$ cat src/rtl/warmboot_ctrl_if.sv
// CPU-side register bus for the warm-boot sequencer.
// The I/O decoder drives the write strobe, the register select and the write data.
// The sequencer returns the read data.
interface warmboot_ctrl_if;
    logic       WR_STB;
    logic       ADDR;
    logic [7:0] WDATA;
    logic [7:0] RDATA;

    // Bus master side (the I/O decoder or the CPU model).
    modport master (
        output WR_STB,
        output ADDR,
        output WDATA,
        input  RDATA
    );

    // Register block side (the warm-boot sequencer).
    modport slave (
        input  WR_STB,
        input  ADDR,
        input  WDATA,
        output RDATA
    );
endinterface

$ cat src/rtl/warmboot_ctrl.sv
// Warm-boot sequencer for the iCE40 SB_WARMBOOT primitive.
// Z80 software unlocks the sequencer with a two-byte key, then picks one of
// four configuration images and fires a GO. The chosen image select is held
// stable on S1/S0 for DELAY_CYCLES before BOOT is raised. BOOT then stays
// high until reset.
// A stray write, a wrong key, or a missing GO inside the arming window aborts
// the sequence and latches the sticky ERR flag.
module warmboot_ctrl #(
    parameter logic [7:0] KEY1         = 8'hA5,
    parameter logic [7:0] KEY2         = 8'h5A,
    parameter int         ARM_TIMEOUT  = 255,
    parameter int         DELAY_CYCLES = 1024,
    parameter int         CW           = 16
) (
    input  logic           CLK1,
    input  logic           RST_N,
    warmboot_ctrl_if.slave bus,
    output logic           S0,
    output logic           S1,
    output logic           BOOT
);

    // Sequencer states; encoding kept as plain constants for legacy tools.
    localparam logic [2:0] ST_IDLE  = 3'd0;
    localparam logic [2:0] ST_KEY1  = 3'd1;
    localparam logic [2:0] ST_ARMED = 3'd2;
    localparam logic [2:0] ST_SETUP = 3'd3;
    localparam logic [2:0] ST_BOOT  = 3'd4;

    // Countdown reload values, sized to the shared counter.
    localparam logic [CW-1:0] ARM_LOAD   = CW'(ARM_TIMEOUT);
    localparam logic [CW-1:0] SETUP_LOAD = CW'(DELAY_CYCLES - 1);
    localparam logic [CW-1:0] CNT_ONE    = {{(CW-1){1'b0}}, 1'b1};
    localparam logic [CW-1:0] CNT_ZERO   = {CW{1'b0}};

    logic [2:0]    state_q, state_d;
    logic [CW-1:0] cnt_q,   cnt_d;
    logic [1:0]    img_q,   img_d;
    logic          err_q,   err_d;
    logic          boot_q,  boot_d;

    logic          key_wr_s;
    logic          ctrl_wr_s;
    logic          go_s;
    logic          clr_s;
    logic          busy_s;
    logic          err_set_s;
    logic          clr_ok_s;
    logic [7:0]    status_s;

    // Decode the incoming strobe into key and control writes.
    always_comb begin
        key_wr_s  = bus.WR_STB & bus.ADDR;
        ctrl_wr_s = bus.WR_STB & ~bus.ADDR;
        go_s      = bus.WDATA[7];
        clr_s     = bus.WDATA[6];
        busy_s    = (state_q == ST_SETUP) || (state_q == ST_BOOT);
    end

    // Next-state, countdown, image latch and error-event logic.
    always_comb begin
        state_d   = state_q;
        cnt_d     = cnt_q;
        img_d     = img_q;
        err_set_s = 1'b0;
        case (state_q)
            ST_IDLE: begin
                if (key_wr_s) begin
                    if (bus.WDATA == KEY1) begin
                        state_d = ST_KEY1;
                    end else begin
                        err_set_s = 1'b1;
                    end
                end else if (ctrl_wr_s && go_s) begin
                    err_set_s = 1'b1;
                end else begin
                    state_d = ST_IDLE;
                end
            end
            ST_KEY1: begin
                if (key_wr_s) begin
                    if (bus.WDATA == KEY2) begin
                        state_d = ST_ARMED;
                        cnt_d   = ARM_LOAD;
                    end else begin
                        state_d   = ST_IDLE;
                        err_set_s = 1'b1;
                    end
                end else if (ctrl_wr_s) begin
                    // Any control write breaks the unlock sequence.
                    // A GO here is also flagged as an error.
                    state_d   = ST_IDLE;
                    err_set_s = go_s;
                end else begin
                    state_d = ST_KEY1;
                end
            end
            ST_ARMED: begin
                if (ctrl_wr_s && go_s) begin
                    img_d   = bus.WDATA[1:0];
                    state_d = ST_SETUP;
                    cnt_d   = SETUP_LOAD;
                end else if (ctrl_wr_s) begin
                    state_d = ST_IDLE;
                end else if (key_wr_s) begin
                    state_d   = ST_IDLE;
                    err_set_s = 1'b1;
                end else if (cnt_q == CNT_ZERO) begin
                    state_d   = ST_IDLE;
                    err_set_s = 1'b1;
                end else begin
                    cnt_d = cnt_q - CNT_ONE;
                end
            end
            ST_SETUP: begin
                // Image select is frozen; writes have no effect here.
                if (cnt_q == CNT_ZERO) begin
                    state_d = ST_BOOT;
                end else begin
                    cnt_d = cnt_q - CNT_ONE;
                end
            end
            ST_BOOT: begin
                state_d = ST_BOOT;
            end
            default: begin
                state_d = ST_IDLE;
                cnt_d   = CNT_ZERO;
            end
        endcase
    end

    // Sticky error flag. A set event in the same cycle beats a clear request.
    always_comb begin
        clr_ok_s = ctrl_wr_s & clr_s & ~busy_s;
        if (err_set_s) begin
            err_d = 1'b1;
        end else if (clr_ok_s) begin
            err_d = 1'b0;
        end else begin
            err_d = err_q;
        end
        boot_d = (state_d == ST_BOOT);
    end

    // State, counter, image, error and BOOT registers.
    always_ff @(posedge CLK1 or negedge RST_N) begin
        if (!RST_N) begin
            state_q <= ST_IDLE;
            cnt_q   <= CNT_ZERO;
            img_q   <= 2'b00;
            err_q   <= 1'b0;
            boot_q  <= 1'b0;
        end else begin
            state_q <= state_d;
            cnt_q   <= cnt_d;
            img_q   <= img_d;
            err_q   <= err_d;
            boot_q  <= boot_d;
        end
    end

    // Status word and read mux. The KEY register is write-only and reads as zero.
    always_comb begin
        status_s = {busy_s, err_q, (state_q == ST_ARMED), (state_q == ST_KEY1),
                    2'b00, img_q};
        if (bus.ADDR) begin
            bus.RDATA = 8'h00;
        end else begin
            bus.RDATA = status_s;
        end
    end

    // Outputs to SB_WARMBOOT come straight from flops.
    always_comb begin
        S0   = img_q[0];
        S1   = img_q[1];
        BOOT = boot_q;
    end

endmodule

$ cat src/flat_wrapper.sv
// flat-port wrapper written by rule: the top's interface ports become plain ports
module warmboot_ctrl_flat 
#(
    parameter logic [7:0] KEY1         = 8'hA5,
    parameter logic [7:0] KEY2         = 8'h5A,
    parameter int         ARM_TIMEOUT  = 255,
    parameter int         DELAY_CYCLES = 1024,
    parameter int         CW           = 16
)
  (CLK1, RST_N, S0, S1, BOOT, bus_WR_STB, bus_ADDR, bus_WDATA, bus_RDATA);
  warmboot_ctrl_if bus_i ();
  input  logic CLK1;
  input  logic RST_N;
  output logic S0;
  output logic S1;
  output logic BOOT;
  input wire logic [$bits(bus_i.WR_STB)-1:0] bus_WR_STB;
  input wire logic [$bits(bus_i.ADDR)-1:0] bus_ADDR;
  input wire logic [$bits(bus_i.WDATA)-1:0] bus_WDATA;
  output wire logic [$bits(bus_i.RDATA)-1:0] bus_RDATA;
  assign bus_i.WR_STB = bus_WR_STB;
  assign bus_i.ADDR = bus_ADDR;
  assign bus_i.WDATA = bus_WDATA;
  assign bus_RDATA = bus_i.RDATA;
  warmboot_ctrl #(.KEY1(KEY1), .KEY2(KEY2), .ARM_TIMEOUT(ARM_TIMEOUT), .DELAY_CYCLES(DELAY_CYCLES), .CW(CW)) u_core (.CLK1(CLK1), .RST_N(RST_N), .bus(bus_i), .S0(S0), .S1(S1), .BOOT(BOOT));
endmodule
$ cat config.mk
export PLATFORM = sky130hd
export DESIGN_NAME = warmboot_ctrl_flat
export DESIGN_NICKNAME = d
export VERILOG_FILES = /design/src/rtl/warmboot_ctrl_if.sv /design/src/rtl/warmboot_ctrl.sv /design/src/flat_wrapper.sv
export SDC_FILE = /design/constraint.sdc
export NUM_CORES = 1
export LEC_CHECK = 0
export ABC_CLOCK_PERIOD_IN_PS = 3600
export CAP_MARGIN = 20
export CORE_ASPECT_RATIO = 0.6
export CORE_MARGIN = 5
export CORE_UTILIZATION = 45
export DETAILED_ROUTE_END_ITERATION = 8
export MAX_ROUTING_LAYER = met4
export PLACE_DENSITY_LB_ADDON = 0.2
export SYNTH_ARGS = -nofsm -noshare
export SYNTH_HDL_FRONTEND = slang
export SYNTH_SLANG_ARGS = --single-unit
$ cat constraint.sdc
create_clock -name CLK1 -period 3.6 [get_ports CLK1]
set_input_delay 0.36 -clock CLK1 [delete_from_list [all_inputs] [get_ports CLK1]]
set_output_delay 0.36 -clock CLK1 [all_outputs]
set_load 0.03 [all_outputs]
==> out/metrics.cfg <==
[critical_path]
cp_top_family=buffers and inverters
startpoint=u_core.state_q[2]
cp-start-kind=flop
cp_num_buf_inv=1
cp_data_arrival_time_ns=2.28
criticalPathCategory=reg2out
max_stage_delay_ns=0.69
endpoint_kind=primary output
crit_chain=nor2b_1 -> a22oi_1 -> nor2_1 -> clkdlybuf4s50_1
crit_slowest_cell=clkdlybuf4s50_1
crit_required_ns=3.24
cp_max_fo=19
r2r-start=u_core.cnt_q[0]

[timing]
worst-slew-pin-transition_ns=0.722
slew_viol_final=0
period_needed_ns=2.64
slew-limit-headroom=0.517
hold_ws_ns=0.476
setup_viol_count_final=0
achievable-frequency_mhz=379
hold_viol_final=0
setup_tns_ns=0
rsz0062_at_grt=no
min_period_over_period=0.734
skew_ns=0.00858

[layout]
finish.utilization=0.550
antenna_cells=0
layout-drive-gt1-share=0.0918
seqCellArea_sq_um=576
nNetsFinal=211
multiInputGateArea_sq_um=895
syn_to_final_growth_pct=16.6
fillerInstances=308

[clocking]
clk_latency_ns=0.27
cts_max_path_buffers=2
cts_tree=done
clk_pin_slew_worst_paths_ns=0.09
htreeDepth=1
post_cts_resized=0
cts.sinks=23
numCtsBuffers=3
cts-root-buf=clkbuf_8
ctsHoldBuffers=0
postCtsSetupRepairBufs=0

[floorplanning]
die_y_microns=55.4
coreArea_sq_um=3280
fp.dieW_microns=85.7
initial_utilization=0.472
design.die.area_sq_um=4750
rows=16
ios=23

[pwr]
p_leak_uw=0.000780
powerDensity_nw_per_um2=259
ir_drop_uv=156

[global_routing]
antenna_found_initial=0
grt_pass1_vias=1321
grtUsageTotal=0.179
grt_start_max_net_pins=24
grt_pass1_wl_microns=6660
grt_overflow=0

[drt]
via_per_inst=6.22
dr_total_vias=1499
wire_per_inst_microns=16.8
drtPass1Iterations=5
wl_microns=4050
ant_nets=0
drt_iter0_drc=146
drc=0

[synthesis]
ys.flop_type=dfrtp_1
synth-seq-cells=23
synth.top_cell.area_share=0.372
synth-edff-count=0
synthTopCellsByArea=dfrtp_1, a31oi_1, nor2_1
yosys.area.top_type=dfrtp_1
yosysWarnings=0
ys_seq_area_frac=0.372
synthCells=179
synthArstFlopShare=1.00
syn_avg_cell_area_sq_um=8.65
ys_types=48
mappedNetlistArea_sq_um=1550

[place]
place_hpwl_microns=2980
place.gp.congestion=0.898
numPortBuffers=20

[worst_hold_path]
min_path_type=in2async

[status]
status=completed

[run]
drv_cap=0

[power by group]
| part | switching [uW] | total (uW) | internal (uW) |
|---|---|---|---|
| logic | 21.5 | 41.0 | 19.5 |
| clock network | 90.6 | 168 | 77.5 |
| registers | 0.764 | 260 | 259 |
[cells in the mapped netlist, types with 2 or more instances]
cell,number
o31ai_1,3
ha_1,2
clkbuf_1,2
nor2_1,19
nor3b_1,3
buf_4,2
o211ai_1,2
and2_1,3
dfrtp_1,23
nand2_1,10
o22a_2,2
nor4bb_1,4
buf_2,2
or3b_2,2
o21a_1,2
nand3_1,4
nand2b_1,5
o22a_1,2
nor2b_1,7
a21oi_1,8
buf_6,2
a21o_1,4
nor3_1,7
mux2_2,2
inv_1,5
o21ai_0,13
nor4_1,4
nand4_1,3
a31oi_1,13
[path summary, 6_finish.rpt]
| check | cells after the start | to | slack [ns] |
|---|---|---|---|
| worst max-delay path | 4 | bus_RDATA[7] | 0.96 |
| worst min-delay path | 1 | u_core.err_q | 0.48 |
| worst max register to register | 7 | u_core.state_q[0] | 1.28 |
| worst min register to register | 1 | u_core.cnt_q[15] | 0.51 |
| max in group asynchronous | 2 | u_core.cnt_q[13] | 2.61 |
| min in group CLK1 | 1 | u_core.cnt_q[15] | 0.51 |
[cell type report]
class,count,share of cell area
clock buffers,3,0.0229
clock inverters,1,0.00277
inverters,5,0.0104
multi-input cells,143,0.495
flip-flops and latches,23,0.319
well taps,45,0.0312
repair buffers,21,0.119
[flip-flops by register name, indices dropped and copies added (netlist names)]
| register | cells |
|---|---|
| u_core.cnt_q | 16 |
| u_core.state_q | 3 |
| u_core.img_q | 2 |
| u_core.BOOT | 1 |
| u_core.err_q | 1 |
[per-layer routing]
| layer | track usage | vias to the layer above | share of wire |
|---|---|---|---|
| met3 | 0.0401 | 12 | 0.091 |
| met1 | 0.288 | 702 | 0.49 |
| met4 | 0.0451 | 0 | 0.014 |
| met2 | 0.216 | 82 | 0.40 |
| li1 | - | 703 | - |
| met5 | - | - | 0 |
[placed cells by master (no fill, tap or decap), types with 5 or more instances in the layout]
cell type        instances
a21oi_1                  8
a31oi_1                 13
clkdlybuf4s50_1         20
dfrtp_1                 23
inv_1                    5
nand2_1                 10
nand2b_1                 5
nor2_1                  19
nor2b_1                  7
nor3_1                   7
o21ai_0                 13
[through the flow]
| step | cells | area, sq um | total power (uW) | setup WS, ns |
|---|---|---|---|---|
| global route | 241 | 1810 | 488 | 0.834 |
| finish | 241 | 1810 | 469 | 0.958 |
| detailed placement | 236 | 1750 | 304 | 1.07 |
| global placement | 236 | 1750 | 304 | 1.21 |
| floorplan | 180 | 1550 | 283 | 1.63 |
| CTS | 240 | 1790 | 470 | 0.973 |
[cells by family (layout without fill, tap and decap cells)]
family | count (synthesis) | in the layout | synth area share
DFF | 23 | 23 | 0.372
and+or+nand+nor | 80 | 80 | 0.300
muxes | 2 | 2 | 0.0145
AOI/OAI and AO/OA | 57 | 57 | 0.242
buffers and inverters | 14 | 30 | 0.0533
adders and majority gates | 2 | 2 | 0.0162
other | 1 | 2 | 0.00242
Power figures use the tool's default switching activity.
